[src/rtl/issue_q_pkg.sv]
// Shared types and constants for the dual-ported instruction issue queue.
package issue_q_pkg;

    localparam int DATA_W    = 64;
    localparam int PC_MSB    = 63;
    localparam int PC_LSB    = 32;
    localparam int INSTR_MSB = 31;
    localparam int INSTR_LSB = 0;

    typedef enum logic [1:0] {
        DEQ_NONE = 2'b00,
        DEQ_ONE  = 2'b01,
        DEQ_TWO  = 2'b11
    } deq_code_e;

    typedef struct packed {
        logic [PC_MSB-PC_LSB:0]       pc;
        logic [INSTR_MSB-INSTR_LSB:0] instr;
    } bundle_t;

endpackage

[src/rtl/iq_storage.sv]
// Entry array for the issue queue: two write ports at consecutive slots and
// two asynchronous read ports for the head pair.
module iq_storage #(
    parameter int DEPTH  = 16,
    parameter int WIDTH  = 64,
    parameter int AW     = $clog2(DEPTH)
) (
    input  logic             clk,
    input  logic             we1,
    input  logic             we2,
    input  logic [AW-1:0]    waddr1,
    input  logic [AW-1:0]    waddr2,
    input  logic [WIDTH-1:0] wdata1,
    input  logic [WIDTH-1:0] wdata2,
    input  logic [AW-1:0]    raddr1,
    input  logic [AW-1:0]    raddr2,
    output logic [WIDTH-1:0] rdata1,
    output logic [WIDTH-1:0] rdata2
);

    logic [WIDTH-1:0] mem_reg [DEPTH];

    // waddr1 and waddr2 are always distinct, so the two writes never collide.
    always_ff @(posedge clk) begin
        if (we1) mem_reg[waddr1] <= wdata1;
        if (we2) mem_reg[waddr2] <= wdata2;
    end

    assign rdata1 = mem_reg[raddr1];
    assign rdata2 = mem_reg[raddr2];

endmodule

[src/rtl/instr_issue_queue.sv]
// Circular issue queue: fetch pushes up to two bundles per cycle, the
// scheduler pops up to two from the head. All outputs come from registered state.
module instr_issue_queue
    import issue_q_pkg::*;
#(
    parameter int DEPTH  = 16,
    parameter int DATA_W = issue_q_pkg::DATA_W
) (
    input  logic                     clk,
    input  logic                     rst,
    input  logic [DATA_W-1:0]        enq_data1_i,
    input  logic [DATA_W-1:0]        enq_data2_i,
    input  logic                     enq_valid1_i,
    input  logic                     enq_valid2_i,
    output logic                     enq_ready_o,
    output logic [DATA_W-1:0]        fifo_out1_o,
    output logic [DATA_W-1:0]        fifo_out2_o,
    output logic                     fifo_valid1_o,
    output logic                     fifo_valid2_o,
    output logic                     fifo_empty_o,
    input  logic [1:0]               dequeue_en_i,
    input  logic                     fifo_stall_i,
    input  logic                     flush_i,
    output logic [$clog2(DEPTH):0]   count_o,
    output logic                     underflow_err_o
);

    localparam int AW = $clog2(DEPTH);
    localparam int CW = AW + 1;

    logic [AW-1:0]     rd_ptr_reg, rd_ptr_next;
    logic [AW-1:0]     wr_ptr_reg, wr_ptr_next;
    logic [CW-1:0]     count_reg, count_next;
    logic              underflow_reg, underflow_next;
    logic [CW-1:0]     enq_n, deq_req, deq_n;
    logic              enq_ready;
    logic [DATA_W-1:0] rdata1, rdata2;

    always_comb begin
        // Readiness looks at current occupancy only; a same-cycle pop earns no credit.
        enq_ready = (count_reg <= CW'(DEPTH - 2));

        enq_n = '0;
        if (enq_ready && enq_valid1_i) begin
            enq_n = enq_valid2_i ? CW'(2) : CW'(1);
        end

        deq_req = '0;
        if (!fifo_stall_i) begin
            case (dequeue_en_i)
                DEQ_ONE: deq_req = CW'(1);
                DEQ_TWO: deq_req = CW'(2);
                default: deq_req = '0;
            endcase
        end
        deq_n = (deq_req > count_reg) ? count_reg : deq_req;

        if (flush_i) begin
            rd_ptr_next    = '0;
            wr_ptr_next    = '0;
            count_next     = '0;
            underflow_next = underflow_reg;
        end else begin
            rd_ptr_next    = rd_ptr_reg + deq_n[AW-1:0];
            wr_ptr_next    = wr_ptr_reg + enq_n[AW-1:0];
            count_next     = count_reg + enq_n - deq_n;
            underflow_next = underflow_reg | (deq_req > count_reg);
        end
    end

    always_ff @(posedge clk) begin
        if (rst) begin
            rd_ptr_reg    <= '0;
            wr_ptr_reg    <= '0;
            count_reg     <= '0;
            underflow_reg <= 1'b0;
        end else begin
            rd_ptr_reg    <= rd_ptr_next;
            wr_ptr_reg    <= wr_ptr_next;
            count_reg     <= count_next;
            underflow_reg <= underflow_next;
        end
    end

    iq_storage #(
        .DEPTH (DEPTH),
        .WIDTH (DATA_W),
        .AW    (AW)
    ) u_storage (
        .clk    (clk),
        .we1    ((enq_n != '0) && !flush_i),
        .we2    ((enq_n == CW'(2)) && !flush_i),
        .waddr1 (wr_ptr_reg),
        .waddr2 (wr_ptr_reg + AW'(1)),
        .wdata1 (enq_data1_i),
        .wdata2 (enq_data2_i),
        .raddr1 (rd_ptr_reg),
        .raddr2 (rd_ptr_reg + AW'(1)),
        .rdata1 (rdata1),
        .rdata2 (rdata2)
    );

    assign enq_ready_o     = enq_ready;
    assign fifo_valid1_o   = (count_reg != '0);
    assign fifo_valid2_o   = (count_reg >= CW'(2));
    assign fifo_empty_o    = (count_reg == '0);
    assign fifo_out1_o     = fifo_valid1_o ? rdata1 : '0;
    assign fifo_out2_o     = fifo_valid2_o ? rdata2 : '0;
    assign count_o         = count_reg;
    assign underflow_err_o = underflow_reg;

endmodule

[config.mk]
export PLATFORM = sky130hd
export DESIGN_NAME = instr_issue_queue
export DESIGN_NICKNAME = d
export VERILOG_FILES = /design/src/rtl/issue_q_pkg.sv /design/src/rtl/iq_storage.sv /design/src/rtl/instr_issue_queue.sv
export SDC_FILE = /design/constraint.sdc
export NUM_CORES = 2
export LEC_CHECK = 0
export BUFFER_PORTS_ARGS = -buffer_cell sky130_fd_sc_hd__buf_2
export CORE_ASPECT_RATIO = 2
export CORE_MARGIN = 5
export CORE_UTILIZATION = 41
export DETAILED_ROUTE_END_ITERATION = 8
export SLEW_MARGIN = 15
export SYNTH_ARGS = -nofsm -noshare
export SYNTH_HDL_FRONTEND = slang
export SYNTH_HIERARCHICAL = 1
export SYNTH_SLANG_ARGS = --single-unit
export TNS_END_PERCENT = 1
[constraint.sdc]
create_clock -name clk -period 9.6 [get_ports clk]
set_input_delay 2.4 -clock clk [delete_from_list [all_inputs] [get_ports clk]]
set_output_delay 2.4 -clock clk [all_outputs]
set_load 0.005 [all_outputs]
# After elaboration in Yosys (flattened, before gate mapping)
# Memory sizes are Yosys's and may differ from the RTL's. A register that Yosys moved wholly into a read port is not among the register bits.
# Cells that the tools add are included.
classes:
  n_mux: 12
  eq_ne: 3
  reduce_logical: 8
  order_cmp: 3
  n_addsub: 6
  bitwise_logic: 1
ops:
  columns: ["op", "n"]
  rows:
  - ["$mux W64", 2]
  - ["$reduce_bool A5 Y1", 2]
  - ["$add A4 B1 Y4 const B", 2]
  - ["$add A4 B4 Y4", 2]
  - ["$mux W2", 3]
  - ["$add A5 B5 Y5", 1]
  - ["$eq A5 B2 Y1 const B", 1]
  - ["$ge A5 B2 Y1 const B", 1]
  - ["$gt A5 B5 Y1", 1]
  - ["$le A5 B4 Y1 const B", 1]
  - ["$logic_not A5 Y1", 1]
  - ["$mux W5", 1]
  - ["$sub A5 B5 Y5", 1]
  - ["$mux W1", 4]
  - ["$mux W4", 1]
  - ["$pmux W2 S2", 1]
  - ["$logic_and A1 B1 Y1", 3]
  - ["$eq A2 B1 Y1 const B", 1]
  - ["$eq A2 B2 Y1 const B", 1]
  - ["$reduce_or A2 Y1", 1]
  - ["$logic_not A1 Y1", 1]
  - ["$or A1 B1 Y1", 1]
word_totals:
  regBits: 14
  ramBits: 1024
  out_inout_bits: 138
  n_memories: 1
memory_table:
  columns: ["name", "words", "word_bits", "rd", "rd_ports_with_merged_regs", "wr", "line_no", "source"]
  rows:
  - ["u_storage.mem_reg", 16, 64, 2, 1, 2, "iq_storage.sv:21", "logic [WIDTH-1:0] mem_reg [DEPTH];"]

# Longest topological paths before layout
depth:
  ltp_word: 7
  ltp_mapped: 12

# Hierarchy
# Netlist, hierarchy kept.
by_module_without_submodules:
  columns: ["module", "area_each_um2", "cells_each", "seq_area_each_um2", "n_inst"]
  rows:
  - ["iq_storage", 58298.4, 3401, 30749.5, 1]
  - ["instr_issue_queue", 1879.3, 251, 280.3, 1]

# Least setup slack after synthesis
# OpenSTA, ideal clock, no wires.
synth_path:
  path_type: "input to register"
  startpoint: "input port enq_valid1_i"
  endpoint: "memory u_storage.mem_reg[1][0] (enable)"
  stages: 4
  n_path_buf: 0
  setup_ns: 0.574
  slack_ns: 1.375
  t_arrival_ns: 7.650
  cell_sequence: "nand2_1 > nor2_1 > or3b_2 > o21ai_0"
synth_rtl:
  columns: ["element", "line_no", "source"]
  rows:
  - ["start, declared", "instr_issue_queue.sv:13", "input logic enq_valid1_i,"]
  - ["end, declared", "iq_storage.sv:21", null]

==> flow_summary.ini <==
[final_layout]
final-seq-area_sq_mm = 0.03104
synthToLayoutAreaGrowth_pct = 10.52
fillers = 12830
multi_input_area_sq_mm = 0.02763
final_common_cell = edfxtp_1
drive_above_1_share = 0.5192
mostFrequentLayoutCells = edfxtp_1 (1024), mux2_2 (906), mux4_2 (512), buf_2 (273), a22oi_1 (256)
largest_reg_flops = 1024
fin_nets = 3849

[setup_path]
critical-path-max-stage-delay_ps = 810
worstPathArrival_ps = 4540
crit_type = flip-flop to primary output
timing.critical_path.from_type = flip-flop
rrSetupSlack_ps = 4640
r2r-end = u_storage/mem_reg[3][55]
critPathRequiredTime_ps = 7200
crit_buf_inv = 3
r2r_start = count_o[1]
cpMaxStageDelayCell = dfxtp_4
r2r_cells = 8
endpoint_kind = primary output
path_max_fanout = 38
path_cells = buf_4 > buf_4 > mux4_2 > a22oi_1 > nand2_1 > nor2b_1 > buf_2
crit_family = buffers and inverters
cp_common_cell = buf_4

[yosys]
yosysUniqueCellTypes = 43
synth.area.top_cells = edfxtp_1 (51%), mux4_2 (19%), mux2_2 (17%), a22oi_1 (3.2%), mux2_1 (2.2%)
synth_nets = 3806
synth_top_cell_area_share = 0.5110
synth_top_area_cell = edfxtp_1
avgSynthCellArea_sq_um = 16.48
synth-edff-count = 1024
synth_ff_type = edfxtp_1
synth_warnings = 6
postSynthCellCount = 3652
synth_area_sq_mm = 0.06018
synth-async-reset-ratio = 0
ys_ff_latch = 1038
yosysSeqAreaShare = 0.5156

[global_route]
grt_max_degree = 146
grt_pass1_wl_microns = 285100
grt_pass1_vias = 39474
grt_overflow = 0
antenna_found_initial = 45
grtUsageMet1 = 0.3410
grt_use_met2 = 0.4193
grt.met3_usage = 0.06238
track_usage = 0.2549
grt.busiest_layer = met2

[floorplan]
std_cell_rows = 199
initial_core_util = 0.4110
die_x_microns = 280.9
die_area_sq_mm = 0.1550
ios = 274
core-area_sq_mm = 0.1464
die_y_microns = 551.8

[route]
drt_iter0_markers = 3972
wl_microns = 202400
postRouteAntennaNets = 0
route.vias.total = 37804
wl_per_cell_microns = 35.50
viasPerCell = 6.630
drc_errors = 0
first_pass_iters = 6

[power_and_ir_drop]
finalPower_mw = 11.53
internal_power_mw = 8.226
seq_power_share = 0.445
ir_drop_v = 0.0003226
power_frac_comb = 0.212
swShare = 0.2863
pwr-share-clk = 0.342
pwr_density_cell_mw_per_mm2 = 173.3
leakage_nw = 21.25
p_sw_mw = 3.300

[place]
port_buffers = 273
gp_congestion = 0.7688
place_hpwl_microns = 105100

[clock_tree]
cts_tree = built
cts-root-buf = clkbuf_16
clk-insertion-delay-late_ps = 710
clk_pin_slew_worst_paths_ps = 60
clkSinkCount = 1038
post_cts.repair.setup_buffers = 0
ctsHoldBuffers = 0
cts.path.max_buffers = 3
cts_resized = 0
cts_buffers = 103
htreeDepth = 3

[timing]
tightest_slew_ps = 1244
min_period_over_period = 0.7225
fmax_ghz = 0.1442
maxSlewViolCount = 0
slew_headroom = 0.1675
min_period_ps = 6936
finalSetupViolCount = 0
clock-skew-final_ps = 17.81
rsz0062_at_grt = no
fin_tns_setup_ps = 0
hold_viol_final = 0

[hold_path]
min_from = underflow_err_o
hold_path.class = flip-flop to flip-flop
holdPathStages = 2
whs_endpoint = underflow_err_o

[outcome]
outcome = finished clean

[flow_run]
cap_viol_max_count = 0
## layout make-up
class	instances	area share
flip-flops and latches	1038	0.4667
multi-input cells	2181	0.4154
clock buffers	133	0.04156
well taps	1909	0.03591
repair buffers	355	0.03273
clock inverters	54	0.006152
inverters	16	0.001016
diodes	16	0.0006020
## layer usage
metal	routed length (microns)	part of all wire
met1	78650	0.39
met2	97110	0.48
met3	20410	0.10
met4	5916	0.029
met5	304	0.0015
## power by group through the flow
stage	clock network (mW)	logic (mW)	registers, mW
6_report	3.94	2.45	5.13
5_1_grt	4.19	2.62	5.14
4_1_cts	4.02	2.48	5.13
3_5_place_dp	0	2.47	5.23
3_3_place_gp	0	2.44	5.22
2_1_floorplan	0	1.41	5.22
## through the flow
step                instances  setup WS (ps)  area, sq um    util  hold slack [ps]
floorplan                3652           1375        60180       -            465.3
CTS                      5685           2488        66440  0.4538            482.2
finish                   5702           2664        66510  0.4543            482.5
detailed placement       5498           3004        63270  0.4321            470.3
global placement         5498           3097        63270  0.4321            461.1
global route             5686           2297        66470  0.4540            513.8
## cell usage after synthesis (10+ instances only)
cell type     n
buf_1        13
buf_2       150
inv_1        16
ha_1         14
nand2_1     136
mux4_2      512
mux2_2      906
clkbuf_1    243
mux2_1      119
nor2_1       10
a22oi_1     256
dfxtp_1      14
and2_1       71
nor2b_1      70
o22ai_1      10
edfxtp_1   1024
## tightest hold or removal path, stage by stage (launching register included)
cell and delay (ps):
dfxtp_1 310, inv_1 50, o22ai_1 80
## logic make-up after synthesis
kind of cell / after synthesis / share of synthesized area
compound gates: 286 / 0.03501
xor+xnor: 8 / 0.001164
fa+ha+maj: 18 / 0.004242
buf+inv: 433 / 0.03137
flops: 1038 / 0.5156
mux: 1541 / 0.3841
other cells: 1 / 0.00006232
simple gates: 327 / 0.02842
## worst max path at each step
stage	start	end	slack [ps]	cells past startpoint
after floorplan	enq_valid1_i	u_storage/mem_reg[1][0]	1380	4
after global placement	enq_valid1_i	u_storage/mem_reg[3][54]	3100	8
after detailed placement	enq_valid1_i	u_storage/mem_reg[3][56]	3000	8
after CTS	rd_ptr_reg[0]	fifo_out1_o[27]	2490	7
after global routing	rd_ptr_reg[0]	fifo_out1_o[31]	2300	7
final	rd_ptr_reg[0]	fifo_out1_o[31]	2660	7
No activity file was read; power rests on OpenSTA's default activity.
